===== config.mk =====
export PLATFORM = sky130hd
export DESIGN_NAME = tx_burst_scheduler
export DESIGN_NICKNAME = d
export VERILOG_FILES = /design/src/rtl/tx_burst_scheduler.sv
export SDC_FILE = /design/constraint.sdc
export NUM_CORES = 1
export LEC_CHECK = 0
export ABC_AREA = 1
export BUFFER_PORTS_ARGS = -buffer_cell sky130_fd_sc_hd__buf_2
export CAP_MARGIN = 0
export CORE_AREA = 2 2 113 60
export DETAILED_ROUTE_END_ITERATION = 10
export DIE_AREA = 0 0 115 62
export HOLD_SLACK_MARGIN = 0.15
export PLACE_DENSITY = 0.81
export SKIP_CTS_REPAIR_TIMING = 1
export SYNTH_ARGS = -nofsm -noshare
export SYNTH_HDL_FRONTEND = slang
export SYNTH_SLANG_ARGS = --single-unit
export TNS_END_PERCENT = 50

===== constraint.sdc =====
create_clock -name USER_CLK -period 2.1 [get_ports USER_CLK]
set_input_delay 0 -clock USER_CLK [delete_from_list [all_inputs] [get_ports USER_CLK]]
set_output_delay 0 -clock USER_CLK [all_outputs]
set_load 0.005 [all_outputs]

===== src/rtl/tx_burst_scheduler.sv =====
`default_nettype none
// +----------------------------------------------------------------------------+
// | Module   : tx_burst_scheduler                                              |
// | Purpose  : Round-robin burst scheduler sharing one Interlaken TX lane      |
// |            between N_CH packet channels. Optional macro TX_SCHED_XOFF_EN   |
// |            adds per-channel CH_XOFF flow control on channel selection.     |
// | Revision : 1.0  initial release                                            |
// +----------------------------------------------------------------------------+
module tx_burst_scheduler #(
  parameter int N_CH      = 2,
  parameter int BURST_MAX = 32
) (
  input  logic                USER_CLK,
  input  logic                SYSTEM_RESET_N,
  input  logic [N_CH-1:0]     CH_VALID,
  input  logic [64*N_CH-1:0]  CH_DATA,
  input  logic [N_CH-1:0]     CH_EOP,
  input  logic [3*N_CH-1:0]   CH_BYTES,
  output logic [N_CH-1:0]     CH_READY,
`ifdef TX_SCHED_XOFF_EN
  input  logic [N_CH-1:0]     CH_XOFF,
`endif
  input  logic                TX_READY,
  output logic                TX_VALID,
  output logic [63:0]         TX_DATA,
  output logic                TX_CTRL
);

  localparam int CH_W  = (N_CH > 1) ? $clog2(N_CH) : 1;
  localparam int CNT_W = $clog2(BURST_MAX);

  typedef enum logic [1:0] {
    S_IDLE = 2'd0,
    S_BCW  = 2'd1,
    S_DATA = 2'd2
  } state_t;

  state_t           state_q, state_d;
  logic [CH_W-1:0]  sel_q, sel_d;
  logic [CH_W-1:0]  rr_q, rr_d;
  logic [CNT_W-1:0] cnt_q, cnt_d;
  logic             pend_eop_q, pend_eop_d;
  logic [2:0]       eop_bytes_q, eop_bytes_d;
  logic [N_CH-1:0]  in_pkt_q, in_pkt_d;
  logic [63:0]      cw_q, cw_d;
  logic             burst_q, burst_d;

  logic [N_CH-1:0]  w_elig;
  logic             w_found;
  logic [CH_W-1:0]  w_pick;
  int               w_idx;
  logic [7:0]       w_pick8;
  logic [7:0]       w_sel8;
  logic [3:0]       w_eop_fmt;
  logic             w_accept;
  logic             w_last;

`ifdef TX_SCHED_XOFF_EN
  assign w_elig = CH_VALID & ~CH_XOFF;
`else
  assign w_elig = CH_VALID;
`endif

  // First eligible channel at or above the round-robin pointer, with wrap.
  always_comb begin
    w_found = 1'b0;
    w_pick  = '0;
    w_idx   = 0;
    for (int i = 0; i < N_CH; i++) begin
      w_idx = int'(rr_q) + i;
      if (w_idx >= N_CH) w_idx = w_idx - N_CH;
      if (!w_found && w_elig[CH_W'(w_idx)]) begin
        w_found = 1'b1;
        w_pick  = CH_W'(w_idx);
      end
    end
  end

  assign w_pick8   = {{(8-CH_W){1'b0}}, w_pick};
  assign w_sel8    = {{(8-CH_W){1'b0}}, sel_q};
  assign w_eop_fmt = pend_eop_q ? {1'b1, eop_bytes_q} : 4'b0000;
  assign w_accept  = TX_VALID & TX_READY;
  assign w_last    = CH_EOP[sel_q] || (cnt_q == CNT_W'(BURST_MAX-1));

  // Control words come from cw_q; data words pass straight from the selected
  // channel so its own holding register keeps the word stable until taken.
  always_comb begin
    TX_VALID = 1'b0;
    TX_DATA  = '0;
    TX_CTRL  = 1'b0;
    CH_READY = '0;
    case (state_q)
      S_BCW: begin
        TX_VALID = 1'b1;
        TX_DATA  = cw_q;
        TX_CTRL  = 1'b1;
      end
      S_DATA: begin
        TX_VALID = CH_VALID[sel_q];
        TX_DATA  = CH_DATA[64*int'(sel_q) +: 64];
        if (CH_VALID[sel_q] && TX_READY) CH_READY[sel_q] = 1'b1;
      end
      default: ;
    endcase
  end

  always_comb begin
    state_d     = state_q;
    sel_d       = sel_q;
    rr_d        = rr_q;
    cnt_d       = cnt_q;
    pend_eop_d  = pend_eop_q;
    eop_bytes_d = eop_bytes_q;
    in_pkt_d    = in_pkt_q;
    cw_d        = cw_q;
    burst_d     = burst_q;
    case (state_q)
      S_IDLE: begin
        if (w_found) begin
          sel_d   = w_pick;
          burst_d = 1'b1;
          cw_d    = {2'b11, ~in_pkt_q[w_pick], w_eop_fmt, 17'd0, w_pick8, 32'd0};
          state_d = S_BCW;
        end else if (pend_eop_q) begin
          burst_d = 1'b0;
          cw_d    = {2'b10, 1'b0, w_eop_fmt, 17'd0, w_sel8, 32'd0};
          state_d = S_BCW;
        end
      end
      S_BCW: begin
        if (w_accept) begin
          pend_eop_d = 1'b0;
          cnt_d      = '0;
          state_d    = burst_q ? S_DATA : S_IDLE;
        end
      end
      S_DATA: begin
        if (w_accept) begin
          cnt_d = cnt_q + 1'b1;
          if (w_last) begin
            state_d = S_IDLE;
            rr_d    = (sel_q == CH_W'(N_CH-1)) ? '0 : sel_q + 1'b1;
            // EOP wins when it coincides with the BURST_MAX boundary.
            if (CH_EOP[sel_q]) begin
              pend_eop_d      = 1'b1;
              eop_bytes_d     = CH_BYTES[3*int'(sel_q) +: 3];
              in_pkt_d[sel_q] = 1'b0;
            end else begin
              in_pkt_d[sel_q] = 1'b1;
            end
          end
        end
      end
      default: state_d = S_IDLE;
    endcase
  end

  always_ff @(posedge USER_CLK or negedge SYSTEM_RESET_N) begin
    if (!SYSTEM_RESET_N) begin
      state_q     <= S_IDLE;
      sel_q       <= '0;
      rr_q        <= '0;
      cnt_q       <= '0;
      pend_eop_q  <= 1'b0;
      eop_bytes_q <= 3'd0;
      in_pkt_q    <= '0;
      cw_q        <= '0;
      burst_q     <= 1'b0;
    end else begin
      state_q     <= state_d;
      sel_q       <= sel_d;
      rr_q        <= rr_d;
      cnt_q       <= cnt_d;
      pend_eop_q  <= pend_eop_d;
      eop_bytes_q <= eop_bytes_d;
      in_pkt_q    <= in_pkt_d;
      cw_q        <= cw_d;
      burst_q     <= burst_d;
    end
  end

endmodule
`default_nettype wire

After elaboration in Yosys (flattened, before gate mapping) --
Cells that the tools add are included. W data, S select, Z words.
Storage, ports and cells: register bits after elaboration 80, logic and storage cells 97
Cells by class: reductions and logical operators 15, $add $sub $neg 5, $mul 1, $lt $le $gt $ge 7, equal/unequal tests 8, bitwise operators 5, shift-type cells 2, multiplexer cells 45
Operators with widths (number):
- $mux W64 | 2
- $pmux W64 S2 | 1
- $shiftx A128 B8 Y64 | 1
- $mux W1 | 25
- $mux W2 | 9
- $mux W5 | 2
- $pmux W5 S2 | 1
- $ne A2 B2 Y1 const B | 4
- $reduce_and A4 Y1 | 2
- $lt A1 B3 Y1 const B | 2
- $pmux W2 S3 | 1
- $reduce_and A3 Y1 | 2
- $shiftx A6 B4 Y3 | 1
- $add A5 B1 Y5 const B | 1
- $eq A5 B5 Y1 const B | 1
- $reduce_and A5 Y1 | 1
- $lt A1 B2 Y1 const B | 2
- $mux W4 | 1
- $pmux W1 S2 | 2
- $reduce_and A2 Y1 | 2
- $reduce_bool A2 Y1 | 2
- $logic_and A1 B1 Y1 | 3
- $mul A2 B1 Y3 const A | 1
- $ne A3 B3 Y1 const B | 1
- 17 further kinds | 18

Depth between registers and ports, before layout --
Gate-level depths: netlist of the first run.
depth in word-level cells 13, mapped depth 11

Worst setup path before layout of the first run --
OpenSTA, ideal clock, no wires.
path kind register to register, from reg state_q[1], to reg with a tool-made name, required time 1.984 ns, cell stages (with the launch flop) 11, buffers on the path 1, slack 0.556 ns, arrival 1.428 ns, path through dfrtp_1 inv_1 ha_1 buf_4 inv_1 nor2_4 nand3_2 nor2_4 nand3_1 nand2_1 nand2_1
RTL lines:
- start: declaration | RTL line 38 | state_t state_q, state_d;
- start signal: assignment | RTL line 170 | state_q <= state_d;

Final worst setup path of the first run --
from reg state_q[1], to out TX_DATA[27]
On the way: cells in the longest elaborated chain, start to end 2
RTL lines:
- $eq A2 B2 Y1 / $eq A2 B1 Y1 (equally long branches) | RTL line 92 | case (state_q)
- $pmux W64 S2 (*) | RTL line 92
- end: declaration | RTL line 25 | output logic [63:0] TX_DATA,
Mark *: on every way between the ends. The rest lies on a longest branch, timed or not.

==> results of run 1 <==
[metrics by stage]
step	instance area (um^2)	total power, mW	utilization
after detailed placement	3380	2.74	0.536
after floorplan	2290	2.10	-
after global placement	3380	2.69	0.536
final	3540	3.22	0.561
after global routing	3540	3.53	0.561
after CTS	3460	3.17	0.549
[layer usage]
metal	track usage	part of all wire	vias to the layer above	wire length (um)
met2	0.318	0.45	118	3890
met1	0.329	0.47	1437	4030
met4	0.0103	0	0	0
li1	-	-	1652	-
met5	0	0	-	0
met3	0.0339	0.077	0	659
[critical path: stages, from the launching register on]
cell and delay (ps):
dfrtp_1 390, inv_1 80, ha_2 440, nand2_4 130, buf_12 200, nor3_1 260, buf_2 160
[power groups by stage]
stage	sequential, mW	clock [mW]	combinational, mW
after floorplan	0.624	0	1.48
after global placement	0.672	0	2.02
after detailed placement	0.680	0	2.06
after CTS	0.672	0.425	2.07
after global routing	0.690	0.445	2.39
final	0.674	0.413	2.13
[cell families after synthesis]
family | synth area share
AOI/OAI and AO/OA | 0.0666
xor gates and xnor gates | 0.00382
adders and majority gates | 0.0327
buffers and inverters | 0.104
DFF | 0.251
muxes | 0.0175
and+or+nand+nor | 0.525
[cell usage in the layout, fill, tap and decap left out, drive strengths merged]
cell type and n:
clkinv 1, nand3 21, dfrtp 23, ha 6, or2 1, o21bai 1
dlygate4sd3 7, mux2i 4, nor3b 1, nand4 3, o22ai 7, inv 30
nor2 126, xor2 1, buf 212, nand2 69, a22o 1, nor3 57
clkbuf 3, a21oi 5, o21ai 12
[worst paths after layout]
path	endpoint	slack, ps	cells after the start
worst max-delay path	TX_DATA[27]	160	6
worst min-delay path	cw_q[62]	140	3
worst max register to register	eop_bytes_q[1]	210	7
worst min register to register	cw_q[63]	480	1
max in group asynchronous	sel_q	1470	2
min in group asynchronous	cw_q[62]	250	2
[cell type report]
cell class                 count  area (um^2)  area share
tap                           80          100      0.0283
clock buffer                   3         75.1      0.0212
clock inverter                 1         5.00     0.00141
inverter                      30          113      0.0318
sequential                    23          577       0.163
timing repair buffer         219         1180       0.333
multi-input combinational    315         1490       0.421
[flip-flops by register name, indices dropped and copies added, names as in the netlist, named ones only]
name / cells
cnt_q: 5
cw_q: 8
eop_bytes_q: 3
pend_eop_q: 1
rr_q: 1
sel_q: 1
state_q: 2
==> flow_summary.ini, run 1 <==
[logic_synthesis]
ys_ff_latch = 23
yosysMostFrequentCell = nor2_1
synth_edf_count = 0
ys_top_cells_by_count = nor2_1, nand2_1, nor3_1, inv_1, dfrtp_1
synth_top_area_frac = 0.251
yosys_warnings = 0
synthFlopType = dfrtp_1
synth_cells = 392
synth.net_count = 539
async_reset_ff_frac = 1.00
yosys.area.top_type = dfrtp_1
ys_seq_area_frac = 0.251
avgSynthCellArea_um2 = 5.85
syn_area_um2 = 2290
synthDistinctLibCells = 30
synthTopCellsByArea = dfrtp_1, nor2_1, nor3_1, nand2_1, inv_1

[power]
power_frac_clock = 0.129
ir_drop_mv = 0.530
leakagePower_nw = 2.13
p_per_area_nw_per_um2 = 909
power_frac_comb = 0.662
pwr-share-seq = 0.209
switchingPower_mw = 1.59
intPower_mw = 1.62
switching_share = 0.495

[finish]
antenna_cells = 0
nNetsFinal = 739
drive_above_1_share = 0.401
stdcell_count = 671
fill_cells = 633
areaGrowthSynthToFinish_pct = 54.3

[sta]
slew_violations = 0
layout_setup_ws_ps = 158
tightestPinTransition_ps = 525
final.setup_skew_ps = 1.24
fmax_mhz = 515
hold_ws_ps = 139
fin_crit_sh = 0.925
rsz0062_at_grt = false
finalSetupTns_ps = 0
min_period_ps = 1940
slew_headroom = 0.650
finalHoldViolCount = 0
setup_viol = 0

[clock_tree]
cts_tree = yes
clockBufferDepth = 2
htreeDepth = 1
cts_buffers = 3
cts_root_buffer = clkbuf_16
cts.sinks = 23
clk_pin_slew_worst_paths_ps = 60
clkLatencyLatePin_ps = 250

[placement]
gp_congestion = 0.936
post-place-ws_ps = 233
dp_hpwl_um = 6900
port_buffers = 208
place_inst = 660

[routing]
drtAntennaViolNets = 0
drc_errors = 0
drtIter0Drc = 252
avgRoutedWirePerCell_um = 12.8
drt-vias-per-instance = 4.78
vias = 3207
dr.pass1.iters = 4
routed_wl_um = 8580

[die]
ios = 209
dieArea_um2 = 7130
rows = 21
die_width_um = 115
initial_core_util = 0.364
core_area_um2 = 6310
die_y_um = 62

[status]
status = finished, final reports clean

[hold_path]
min-delay-start = CH_VALID[0]
min_path_type = in2reg

[setup_path]
critPathKind = reg2out
cp.required_ps = 2100
startpoint_type = flop
crit_arrival_ps = 1940
crit_path_end_kind = output port
reg2reg_from = sel_q
crit_start = state_q[1]
critPathMaxFanout = 48

[job]
maxCapViolCount = 0

[global_route]
gr-total-overflow = 0
grt_max_degree = 66
grt_pass1_vias = 2429
grt.total_usage = 0.210
grt_pass1_wl_um = 11800
antenna_found_initial = 0
(Power assumes the default switching activity.)
==> run 2, diff against run 1 <==
GPL_TIMING_DRIVEN = 0   (was default)
==> run 2 against run 1 <==
Effect of this change: hold slack improved by 8.9 ps; fmax shrank 2.6%; first-iteration DRC count increased by 18%; sequential power decreased by 5.6%; critical path type unchanged; critical endpoint is now TX_DATA[53]; highest routed layer is now met4.
==> flow_summary.ini, run 2 (synthesized netlist as in run 1, its figures left out) <==
[die]
dieArea_um2 = 7130
ios = 209
rows = 21
core_area_um2 = 6310
die_width_um = 115
die_y_um = 62
initial_core_util = 0.364

[routing]
drt-vias-per-instance = 4.96
drtAntennaViolNets = 0
avgRoutedWirePerCell_um = 14.0
routed_wl_um = 9730
drc_errors = 0
vias = 3437
drtIter0Drc = 298
dr.pass1.iters = 5

[sta]
slew_violations = 0
setup_viol = 0
final.setup_skew_ps = 7.35
hold_ws_ps = 148
fin_crit_sh = 0.949
min_period_ps = 1990
finalHoldViolCount = 0
tightestPinTransition_ps = 548
slew_headroom = 0.635
finalSetupTns_ps = 0
layout_setup_ws_ps = 107
fmax_mhz = 502

[power]
finalPower_mw = 3.43
leakagePower_nw = 2.18
p_per_area_nw_per_um2 = 926
ir_drop_mv = 0.587

[status]
status = finished, final reports clean

[setup_path]
crit_path_end_kind = output port
crit_arrival_ps = 1990
cp.required_ps = 2100
critPathKind = reg2out
startpoint_type = flop
critPathMaxFanout = 10

[finish]
seqCellArea_um2 = 576
final_common_cell = buf_2
drive_above_1_share = 0.431
top_register = cw_q
mostFrequentLayoutCells = buf_2, nor2_1, nand2_1, nor3_1, inv_1
largest_register_ffs = 8
areaGrowthSynthToFinish_pct = 61.4
fill_cells = 624
reg_top3 = cw_q x8, cnt_q x5, eop_bytes_q x3
nNetsFinal = 761
antenna_cells = 0
multiInputGateArea_um2 = 1570

[clock_tree]
cts_buffers = 3
clkLatencyLatePin_ps = 260
htreeDepth = 1
cts_tree = yes
clockBufferDepth = 2
clk_pin_slew_worst_paths_ps = 60
cts_root_buffer = clkbuf_16
cts.sinks = 23

[global_route]
grt_max_degree = 24
grt_pass1_vias = 2722
grt_pass1_wl_um = 13400
grt.total_usage = 0.239
gr-total-overflow = 0
antenna_found_initial = 0

[hold_path]
min_path_type = in2reg

[placement]
post-place-ws_ps = 243
dp_hpwl_um = 7820
gp_congestion = 0.957
port_buffers = 208

[job]
maxCapViolCount = 0
## run 2: cell count changes in the layout (fill, tap and decap cells not counted), sizes merged
cell / delta
buf: +12
clkbuf: +10
## run 2: stage by stage
step / area, um^2 / std cells / util
after floorplan: 2290 / 392 / -
after global routing: 3700 / 693 / 0.587
after CTS: 3510 / 684 / 0.557
final: 3700 / 693 / 0.587
after detailed placement: 3430 / 680 / 0.545
after global placement: 3430 / 680 / 0.545
## run 2: routing by layer
metal	GRT usage	routed length, um	up-vias
li1	-	-	1695
met1	0.360	4420	1575
met2	0.376	4510	159
met3	0.0427	751	8
met4	0.0207	50	0
met5	0	0	-
## run 2: report_power, final
group	switching (mW)	internal, mW
registers	0.0718	0.564
clock network	0.155	0.256
logic	1.51	0.870
total	1.74	1.69
## run 2: worst max-delay path, stage by stage, from the launching register on
cell      delay (ps)
dfrtp_1          360
inv_1             80
ha_1             290
buf_4            160
nand2_1           90
buf_4            190
clkbuf_4         200
nor3_1           220
buf_2            150
## run 2: layout make-up
class,instances,area share
clock inverter,1,0.00135
clock buffer,3,0.0203
multi-input combinational,315,0.424
sequential,23,0.156
inverter,30,0.0304
buffer,24,0.0375
timing repair buffer,217,0.304
tap,80,0.0270
## run 2: worst paths after layout
kind / endpoint / slack, ps / cells after the start / from
setup / recovery: TX_DATA[53] / 110 / 8 / state_q[0]
hold / removal: cw_q[61] / 150 / 3 / CH_VALID[0]
setup reg to reg: eop_bytes_q[2] / 330 / 9 / state_q[0]
hold reg to reg: cw_q[63] / 470 / 1 / cw_q[63]
max in group asynchronous: cnt_q[2] / 1470 / 2 / SYSTEM_RESET_N
min in group asynchronous: cnt_q[1] / 270 / 2 / SYSTEM_RESET_N
